===== src/rtl/hconv_pkg.sv =====
`timescale 1ns/1ps
`default_nettype none
// ============================================================================
//  Module      : hconv_pkg
//  Description : Shared types and constants for the hconv feeder slice.
//  Revision    : 1.0  initial release
// ============================================================================
package hconv_pkg;

  // Width of every raster coordinate counter
  localparam int COORD_W = 16;

  // Feeder frame sequencer states
  typedef enum logic [2:0] {
    ST_IDLE   = 3'd0,
    ST_CLEAR  = 3'd1,
    ST_STREAM = 3'd2,
    ST_FLUSH  = 3'd3,
    ST_DONE   = 3'd4
  } state_t;

endpackage
`default_nettype wire


===== src/rtl/hconv_rc_ctr.sv =====
`timescale 1ns/1ps
`default_nettype none
// ============================================================================
//  Module      : hconv_rc_ctr
//  Description : Raster column/row counter. Column wraps at COLS-1 and bumps
//                the row; row wraps at ROWS-1. Synchronous clear has priority
//                over enable.
//  Revision    : 1.0  initial release
// ============================================================================
module hconv_rc_ctr
  import hconv_pkg::*;
#(
  parameter int COLS = 520,
  parameter int ROWS = 520
) (
  input  logic               clk,
  input  logic               rst,
  input  logic               i_clr,
  input  logic               i_en,
  output logic [COORD_W-1:0] o_col,
  output logic [COORD_W-1:0] o_row,
  output logic               o_last
);

  localparam logic [COORD_W-1:0] c_col_max = COORD_W'(COLS - 1);
  localparam logic [COORD_W-1:0] c_row_max = COORD_W'(ROWS - 1);

  logic w_col_last;
  logic w_row_last;

  assign w_col_last = (o_col == c_col_max);
  assign w_row_last = (o_row == c_row_max);
  assign o_last     = w_col_last && w_row_last;

  // Advance the raster position, wrapping column into row and row into zero
  always_ff @(posedge clk or posedge rst) begin
    if (rst) begin
      o_col <= '0;
      o_row <= '0;
    end else if (i_clr) begin
      o_col <= '0;
      o_row <= '0;
    end else if (i_en) begin
      if (w_col_last) begin
        o_col <= '0;
        o_row <= w_row_last ? '0 : o_row + 1'b1;
      end else begin
        o_col <= o_col + 1'b1;
      end
    end
  end

endmodule
`default_nettype wire


===== src/rtl/hconv_feeder.sv =====
`timescale 1ns/1ps
`default_nettype none
// ============================================================================
//  Module      : hconv_feeder
//  Description : Raster pixel source for the hconvg8 convolver. Clears the
//                line buffers, streams one pixel per clock, appends LAT zero
//                flush samples and tags each convolver output with its frame
//                coordinate. Every output is registered: a sample launched
//                from STREAM/FLUSH state appears on hin the following cycle.
//  Revision    : 1.0  initial release
// ============================================================================
module hconv_feeder
  import hconv_pkg::*;
#(
  parameter int HIM_LEN  = 520,
  parameter int HIM_ROWS = 520,
  parameter int HKER     = 3,
  parameter int LAT      = HIM_LEN + 2
) (
  input  logic                clk,
  input  logic                hres,
  input  logic                start,
  input  logic [7:0]          s_data,
  input  logic                s_valid,
  output logic                s_ready,
  output logic [7:0]          hin,
  output logic                hclrbuffer,
  output logic [HKER-2:0]     hrowend,
  output logic                step,
  output logic                m_valid,
  output logic [COORD_W-1:0]  m_col,
  output logic [COORD_W-1:0]  m_row,
  output logic                busy,
  output logic                done,
  output logic                err_underrun
);

  localparam int                 FLUSH_W      = $clog2(LAT + 1);
  localparam logic [FLUSH_W-1:0] c_flush_last = FLUSH_W'(LAT - 1);
  localparam logic [31:0]        c_win_lo     = 32'(LAT);
  localparam logic [31:0]        c_win_hi     = 32'(LAT + HIM_LEN * HIM_ROWS);

  state_t               r_state;
  logic [FLUSH_W-1:0]   r_flush_cnt;
  logic [31:0]          r_emit_cnt;

  logic                 w_launch;
  logic                 w_in_win;
  logic                 w_in_last;
  logic [COORD_W-1:0]   w_ic;
  logic [COORD_W-1:0]   w_ir_unused;
  logic                 w_out_last;
  logic                 w_out_clr;
  logic                 w_out_en;
  logic [HKER-2:0]      w_mask;

  // A sample (real pixel or flush zero) leaves the feeder in these states
  assign w_launch = (r_state == ST_STREAM) || (r_state == ST_FLUSH);

  // Sample index r_emit_cnt falls inside the tagged output window
  assign w_in_win = (r_emit_cnt >= c_win_lo) && (r_emit_cnt < c_win_hi);

  // Output coordinate restarts at the first tagged sample, then steps once per
  // tagged sample; the last-flag guard keeps it parked on the final pixel.
  assign w_out_clr = w_launch && (r_emit_cnt == c_win_lo);
  assign w_out_en  = w_launch && (r_emit_cnt > c_win_lo) &&
                     (r_emit_cnt < c_win_hi) && !w_out_last;

  // Input-side position; keeps counting through FLUSH so the tap mask continues
  hconv_rc_ctr #(
    .COLS (HIM_LEN),
    .ROWS (HIM_ROWS)
  ) u_in_ctr (
    .clk    (clk),
    .rst    (hres),
    .i_clr  (r_state == ST_IDLE && start),
    .i_en   (w_launch),
    .o_col  (w_ic),
    .o_row  (w_ir_unused),
    .o_last (w_in_last)
  );

  // Output-side position drives the m_col/m_row ports directly
  hconv_rc_ctr #(
    .COLS (HIM_LEN),
    .ROWS (HIM_ROWS)
  ) u_out_ctr (
    .clk    (clk),
    .rst    (hres),
    .i_clr  (w_out_clr),
    .i_en   (w_out_en),
    .o_col  (m_col),
    .o_row  (m_row),
    .o_last (w_out_last)
  );

  // Tap mask: tap k is disabled on the column where it would reach across the row edge
  always_comb begin
    w_mask = '1;
    for (int k = 0; k < HKER - 1; k++) begin
      if (w_ic == COORD_W'(k)) begin
        w_mask[k] = 1'b0;
      end
    end
  end

  // Frame sequencer with registered convolver-side and status outputs
  always_ff @(posedge clk or posedge hres) begin
    if (hres) begin
      r_state      <= ST_IDLE;
      r_flush_cnt  <= '0;
      r_emit_cnt   <= '0;
      s_ready      <= 1'b0;
      hin          <= '0;
      hclrbuffer   <= 1'b0;
      hrowend      <= '0;
      step         <= 1'b0;
      m_valid      <= 1'b0;
      busy         <= 1'b0;
      done         <= 1'b0;
      err_underrun <= 1'b0;
    end else begin
      hclrbuffer <= 1'b0;
      done       <= 1'b0;

      if (w_launch) begin
        step       <= 1'b1;
        hin        <= (r_state == ST_STREAM && s_valid) ? s_data : 8'd0;
        hrowend    <= w_mask;
        m_valid    <= w_in_win;
        r_emit_cnt <= r_emit_cnt + 32'd1;
      end else begin
        step    <= 1'b0;
        hin     <= '0;
        hrowend <= '0;
        m_valid <= 1'b0;
      end

      case (r_state)
        ST_IDLE: begin
          if (start) begin
            r_state      <= ST_CLEAR;
            hclrbuffer   <= 1'b1;
            busy         <= 1'b1;
            err_underrun <= 1'b0;
            r_emit_cnt   <= '0;
          end
        end
        ST_CLEAR: begin
          r_state <= ST_STREAM;
          s_ready <= 1'b1;
        end
        ST_STREAM: begin
          if (!s_valid) begin
            err_underrun <= 1'b1;
          end
          if (w_in_last) begin
            r_state     <= ST_FLUSH;
            s_ready     <= 1'b0;
            r_flush_cnt <= '0;
          end
        end
        ST_FLUSH: begin
          if (r_flush_cnt == c_flush_last) begin
            r_state <= ST_DONE;
            done    <= 1'b1;
          end else begin
            r_flush_cnt <= r_flush_cnt + 1'b1;
          end
        end
        ST_DONE: begin
          r_state <= ST_IDLE;
          busy    <= 1'b0;
        end
        default: begin
          r_state <= ST_IDLE;
          busy    <= 1'b0;
        end
      endcase
    end
  end

endmodule
`default_nettype wire

===== config.mk =====
export PLATFORM = sky130hd
export DESIGN_NAME = hconv_feeder
export DESIGN_NICKNAME = d
export VERILOG_FILES = /design/src/rtl/hconv_pkg.sv /design/src/rtl/hconv_rc_ctr.sv /design/src/rtl/hconv_feeder.sv
export SDC_FILE = /design/constraint.sdc
export NUM_CORES = 1
export LEC_CHECK = 0
export BUFFER_PORTS_ARGS = -buffer_cell sky130_fd_sc_hd__buf_2
export CORE_UTILIZATION = 64
export CTS_CLUSTER_DIAMETER = 150
export DETAILED_ROUTE_END_ITERATION = 8
export PLACE_DENSITY = 0.85
export RECOVER_POWER = 25
export SETUP_SLACK_MARGIN = 0.02
export SKIP_CTS_REPAIR_TIMING = 1
export SLEW_MARGIN = 25
export SYNTH_ARGS = -nofsm -noshare
export SYNTH_HDL_FRONTEND = slang
export SYNTH_SLANG_ARGS = --single-unit
export TNS_END_PERCENT = 5

===== constraint.sdc =====
create_clock -name clk -period 9.9 [get_ports clk]
set_clock_uncertainty 0.05 [all_clocks]
set_input_delay 0.495 -clock clk [delete_from_list [all_inputs] [get_ports clk]]
set_output_delay 0.495 -clock clk [all_outputs]
set_load 0.01 [all_outputs]

After elaboration in Yosys (flattened, before gate mapping)
Cells that the tools add are included.

storage, ports and cells
  output and inout bits = 49
  word-level logic and storage cells = 111
  register bits = 126
  input bits = 12

operators by class
  bitwise operators = 1
  $add $sub $neg = 6
  multiplexer cells = 42
  reduce and logical (&&, ||, !) cells = 28
  eq/ne operators = 15
  order comparisons = 3

operators with widths
  cell                   count
  $mux 16                14
  $mux 32                3
  $add 16x1->16 const B  4
  $eq 16x10->1 const B   4
  $add 32x1->32 const B  1
  $eq 32x10->1 const B   1
  $ge 32x10->1 const B   1
  $gt 32x10->1 const B   1
  $lt 32x19->1 const B   1
  $mux 10                2
  $pmux 10 s2            1
  $eq 16x1->1 const B    1
  $logic_not 16->1       1
  $mux 8                 2
  $reduce_bool 2->1      7
  $mux 1                 12
  $pmux 3 s4             1
  $add 10x1->10 const B  1
  $eq 10x10->1 const B   1
  $logic_and 1x1->1      9
  $mux 3                 3
  $reduce_and 3->1       3
  $reduce_and 2->1       4
  $eq 3x2->1 const B     2
  10 further kinds       15

Depth between registers and ports, before layout
  depth in word-level cells = 7
  gate-level depth with buffers = 10

Hierarchy
Synthesis repeated with hierarchy kept, for this count alone.

second synthesis, totals
  cells, all modules = 743
  area total of the unflattened synthesis = 6886.6 um2

by module, submodules not included
  module        times used  sequential area each (um2)  cells each  area each (um2)
  hconv_rc_ctr  2           800.8                       201         1836.8
  hconv_feeder  1           1551.5                      341         3213.1

Worst setup path after synthesis
Ideal clock, no wire load.

  path kind = register to register
  start point = register r_emit_cnt[14]
  end point = register u_out_ctr.o_col[8]
  path buffers = 1
  stages on the path, launching flop included = 9
  library setup time = 131 ps
  data required time = 9719 ps
  slack = 7320 ps
  arrival time = 2399 ps
  cell sequence = dfrtp_1 > or2_1 > o311a_1 > or4_4 > a2111oi_4 > buf_6 > nor2_2 > o21ai_1 > o31ai_1

on the way
  longest elaborated chain between the ends = 5

RTL lines
  item                             line                 RTL
  start, declared                  hconv_feeder.sv:45   logic [31:0] r_emit_cnt;
  start signal, assigned           hconv_feeder.sv:131  r_emit_cnt <= r_emit_cnt + 32'd1;
  $gt 32x10->1                     hconv_feeder.sv:66   assign w_out_en = w_launch && (r_emit_cnt > c_win_lo) &&
  $logic_and 1x1->1 (2 in series)  hconv_feeder.sv:66
  $logic_and 1x1->1                hconv_feeder.sv:67   (r_emit_cnt < c_win_hi) && !w_out_last;
  $reduce_bool 2->1 (no line)      n/a
  end signal, assigned             hconv_rc_ctr.sv:48   o_col <= o_col + 1'b1;
  end, declared                    hconv_rc_ctr.sv:20   output logic [COORD_W-1:0] o_col,

Parallel ways exist; a longest one is shown, timed or not.
A chain may end at the register's enable or synchronous reset.

Worst setup path after layout
  start point = register r_state[2]
  end point = register u_out_ctr.o_col[12]

on the way
  longest elaborated chain between the ends = 6

RTL lines
  item                             line                 RTL
  start, declared                  hconv_feeder.sv:43   state_t r_state;
  start signal, assigned           hconv_feeder.sv:110  r_state <= ST_IDLE;
  start signal, assigned           hconv_feeder.sv:142  r_state <= ST_CLEAR;
  start signal, assigned           hconv_feeder.sv:150  r_state <= ST_STREAM;
  $eq 3x2->1                       hconv_feeder.sv:58   assign w_launch = (r_state == ST_STREAM) || (r_state == ST_FLUSH);
  $logic_or 1x1->1 (*)             hconv_feeder.sv:58
  $logic_and 1x1->1 (2 in series)  hconv_feeder.sv:66
  $logic_and 1x1->1                hconv_feeder.sv:67
  $reduce_bool 2->1 (no line)      n/a

Every way passes the cells marked *; elsewhere a longest branch is shown, timed or not.

==> qor.csv <==
stage,metric,value,unit
drt,wl,14770,um
cts,cts.clk_slew.worst_paths,0.06,ns
floorplanning,design.portCount,61,
critical_path,cp_common_cell,o21ai_1,
layout,antenna_cells,0,
sta,setup_viol,0,
synth,ys.warnings.count,0,
critical_path,critPathMaxFanout,18,
pwr,power.total,1.137,mW
hold_path,hold_class,in2reg,
cts,clk_latency,0.53,ns
sta,report.final.hold_viol_count,0,
synth,synthAdderAreaFrac,0.01894,
synth,synth_cells,709,
floorplanning,die_h,103.6,um
layout,multi_input_area,0.003322,mm2
critical_path,critical-path-top-delay-family,simple AND/OR/NAND/NOR gates,
placed_design,globalplace.congestion,0.8939,
pwr,sequentialPowerShare,0.455,
synth,synthMuxAreaShare,0.003220,
synth,synth-simple-area-share,0.2908,
placed_design,pre_cts_ws,6.405,ns
drt,drtAntennaViolNets,0,
layout,num-fill-cells,693,
global_route,antenna_found_initial,0,
critical_path,worstPathCellList,"nand2b_1, clkinv_1, nand2_1, or4_4, nor2_1, nand4_1, o21ai_1, o21ai_1",
layout,final-seq-area,0.003153,mm2
synth,netlist_area,0.006605,mm2
cts,clk_path_buf_depth,2,
floorplanning,rows,36,
synth,yosysMostFrequentCell,dfrtp_1,
layout,area_growth_syn_to_layout,14.61,%
critical_path,cpPeakStageDelay,0.68,ns
sta,rsz0062_at_grt,false,
global_route,grtUsageTotal,0.2943,
critical_path,worstPathArrival,3.99,ns
synth,synth.area.top_cells,"dfrtp_1, xor2_1, nor2_1, nand3_1, and3_1",
floorplanning,fp.dieW,103.6,um
synth,synth.top_cells.by_count,"dfrtp_1, nor2_1, nand2_1",
pwr,power.leakage,3.283,nW
critical_path,endpoint_kind,register,
pwr,vdd_ir_drop_max,0.0001119,V
cts,clock_sinks,126,
pwr,comb_power_share,0.014,
run_status,violations,"capacitance limit, slew limit",
synth,synthDistinctLibCells,61,
critical_path,cp_slowest_cell,o21ai_1,
layout,layout.nets,792,
flow_run,cap_violations,1,
sta,fin_crit_sh,0.3698,
synth,yosys.area_share.xor_xnor,0.08619,
synth,yosysTopAreaCellShare,0.4774,
critical_path,crit_buf_inv,1,
global_route,grt-ovfl-total,0,
synth,synth_fp_nets,731,
drt,first_iter_violations,400,
cts,tritoncts,yes,
placed_design,port_buffers,60,
critical_path,cp.required,10.23,ns
global_route,grt_pass1_wl,25740,um
pwr,power_switching,0.2523,mW
drt,routedWlPerCell,16.13,um
floorplanning,die_area,0.01073,mm2
drt,vias,5654,
synth,async_reset_ff_frac,1.000,
cts,htree_levels,4,
floorplanning,start_util,0.6665,
drt,drtPass1Iterations,7,
drt,drc_errors,0,
layout,drive_gt1_frac,0.1315,
synth,syn_avg_cell_area,9.316,um2
global_route,grt_max_degree,66,
critical_path,critPathLaunchType,register,
synth,synth_edf_count,0,
sta,slew_headroom,-0.9273,
pwr,powerDensity,150.2,mW/mm2
pwr,p_int,0.8844,mW
layout,stdcell_count,916,
synth,synth_top_family_by_area,simple AND/OR/NAND/NOR gates,
sta,worst_slack,6.239,ns
sta,fmax,273.2,MHz
critical_path,path_class,reg2reg,
drt,vias_per_cell,6.172,
synth,synth_ff_type,dfrtp_1,
run_status,status,finished with violations,
pwr,swShare,0.2220,
pwr,pwr-share-clk,0.531,
floorplanning,coreArea,0.009910,mm2
synth,synth_compound_area_frac,0.1025,
synth,seq_area_frac_synth,0.4774,
placed_design,detailed_place_hpwl,9352,um
sta,fin_setup_tns,0,ns
global_route,grt_pass1_vias,5422,
synth,synth-seq-cells,126,
placed_design,placed_cells,884,
sta,fin_crit,3.661,ns
sta,drv_slew,66,
sta,worstMarginPinSlew,2.875,ns
cts,cts-buffers-inserted,17,
synth,synth_top_area_cell,dfrtp_1,
cts,root_buffer,clkbuf_8,
[metrics by stage]
stage | util | instance area, um2 | hold slack (ns)
after floorplan | - | 6605 | 0.3986
after global placement | 0.7067 | 7003 | 0.4241
after detailed placement | 0.7067 | 7003 | 0.4409
after CTS | 0.7643 | 7574 | 0.1010
after global routing | 0.7639 | 7570 | 0.1142
final | 0.7639 | 7570 | 0.1275
[layer usage]
| metal | part of all wire | track usage | vias to the layer above |
|---|---|---|---|
| li1 | - | - | 2669 |
| met1 | 0.43 | 0.3819 | 2764 |
| met2 | 0.51 | 0.4942 | 191 |
| met3 | 0.049 | 0.05790 | 30 |
| met4 | 0.016 | 0.1025 | 0 |
| met5 | 0 | 0 | - |
[layout by cell type (no fill, tap or decap), drive strengths merged, types with 13 or more instances in the layout]
cell type    n
dfrtp      126
buf         54
nor2       105
nor3        19
o21ai       53
o31ai       13
a21oi       14
xor2        49
xnor2       16
nor4        23
and3        35
clkbuf      27
nand3       44
nand4       26
nand2       50
[logic make-up after synthesis]
logic type               Yosys count
buffers and inverters             33
XOR/XNOR                          65
multiplexers                       2
AND/OR/NAND/NOR                  368
flip-flops                       126
AO/OA/AOI/OAI                    105
adder cells (fa/ha/maj)           10
[power groups by stage]
stage / registers (mW) / logic [mW] / clock network (mW)
6_report: 0.517 / 0.0162 / 0.603
5_1_grt: 0.517 / 0.0190 / 0.633
4_1_cts: 0.517 / 0.0173 / 0.608
3_5_place_dp: 0.526 / 0.0172 / 0
3_3_place_gp: 0.526 / 0.0169 / 0
2_1_floorplan: 0.528 / 0.00907 / 0
[cell type report]
| cell class | count | area share |
|---|---|---|
| multi-input combinational | 550 | 0.4388 |
| sequential | 126 | 0.4165 |
| clock buffer | 18 | 0.05653 |
| timing repair buffer | 63 | 0.04116 |
| tap | 133 | 0.02198 |
| clock inverter | 14 | 0.01884 |
| inverter | 12 | 0.006116 |
[worst paths after layout]
check,from,to,slack (ns),cells past startpoint
setup reg to reg,r_state[2],u_out_ctr.o_col[12],6.24,8
setup / recovery,r_state[2],u_out_ctr.o_col[12],6.24,8
hold reg to reg,u_in_ctr.o_row[1],u_in_ctr.o_row[1],0.47,2
hold / removal,s_data[7],hin[7],0.13,2
max in group asynchronous,hres,u_in_ctr.o_col[0],7.33,3
min in group asynchronous,hres,r_flush_cnt[4],0.73,2
[state kept, by name (all words and copies together) (netlist names), 2 cells and up]
register,count
r_emit_cnt,32
u_in_ctr.o_col,16
u_in_ctr.o_row,16
u_out_ctr.o_col,16
u_out_ctr.o_row,16
r_flush_cnt,10
hin,8
r_state,3
hrowend,2
[worst register-to-register path, cell delays in order (launching register included)]
cell      delay (ns)
dfrtp_1         0.45
nand2b_1        0.49
clkinv_1        0.45
nand2_1         0.09
or4_4           0.46
nor2_1          0.18
nand4_1         0.53
o21ai_1         0.68
o21ai_1         0.16
Note: power is estimated with default switching activity, not from simulation.
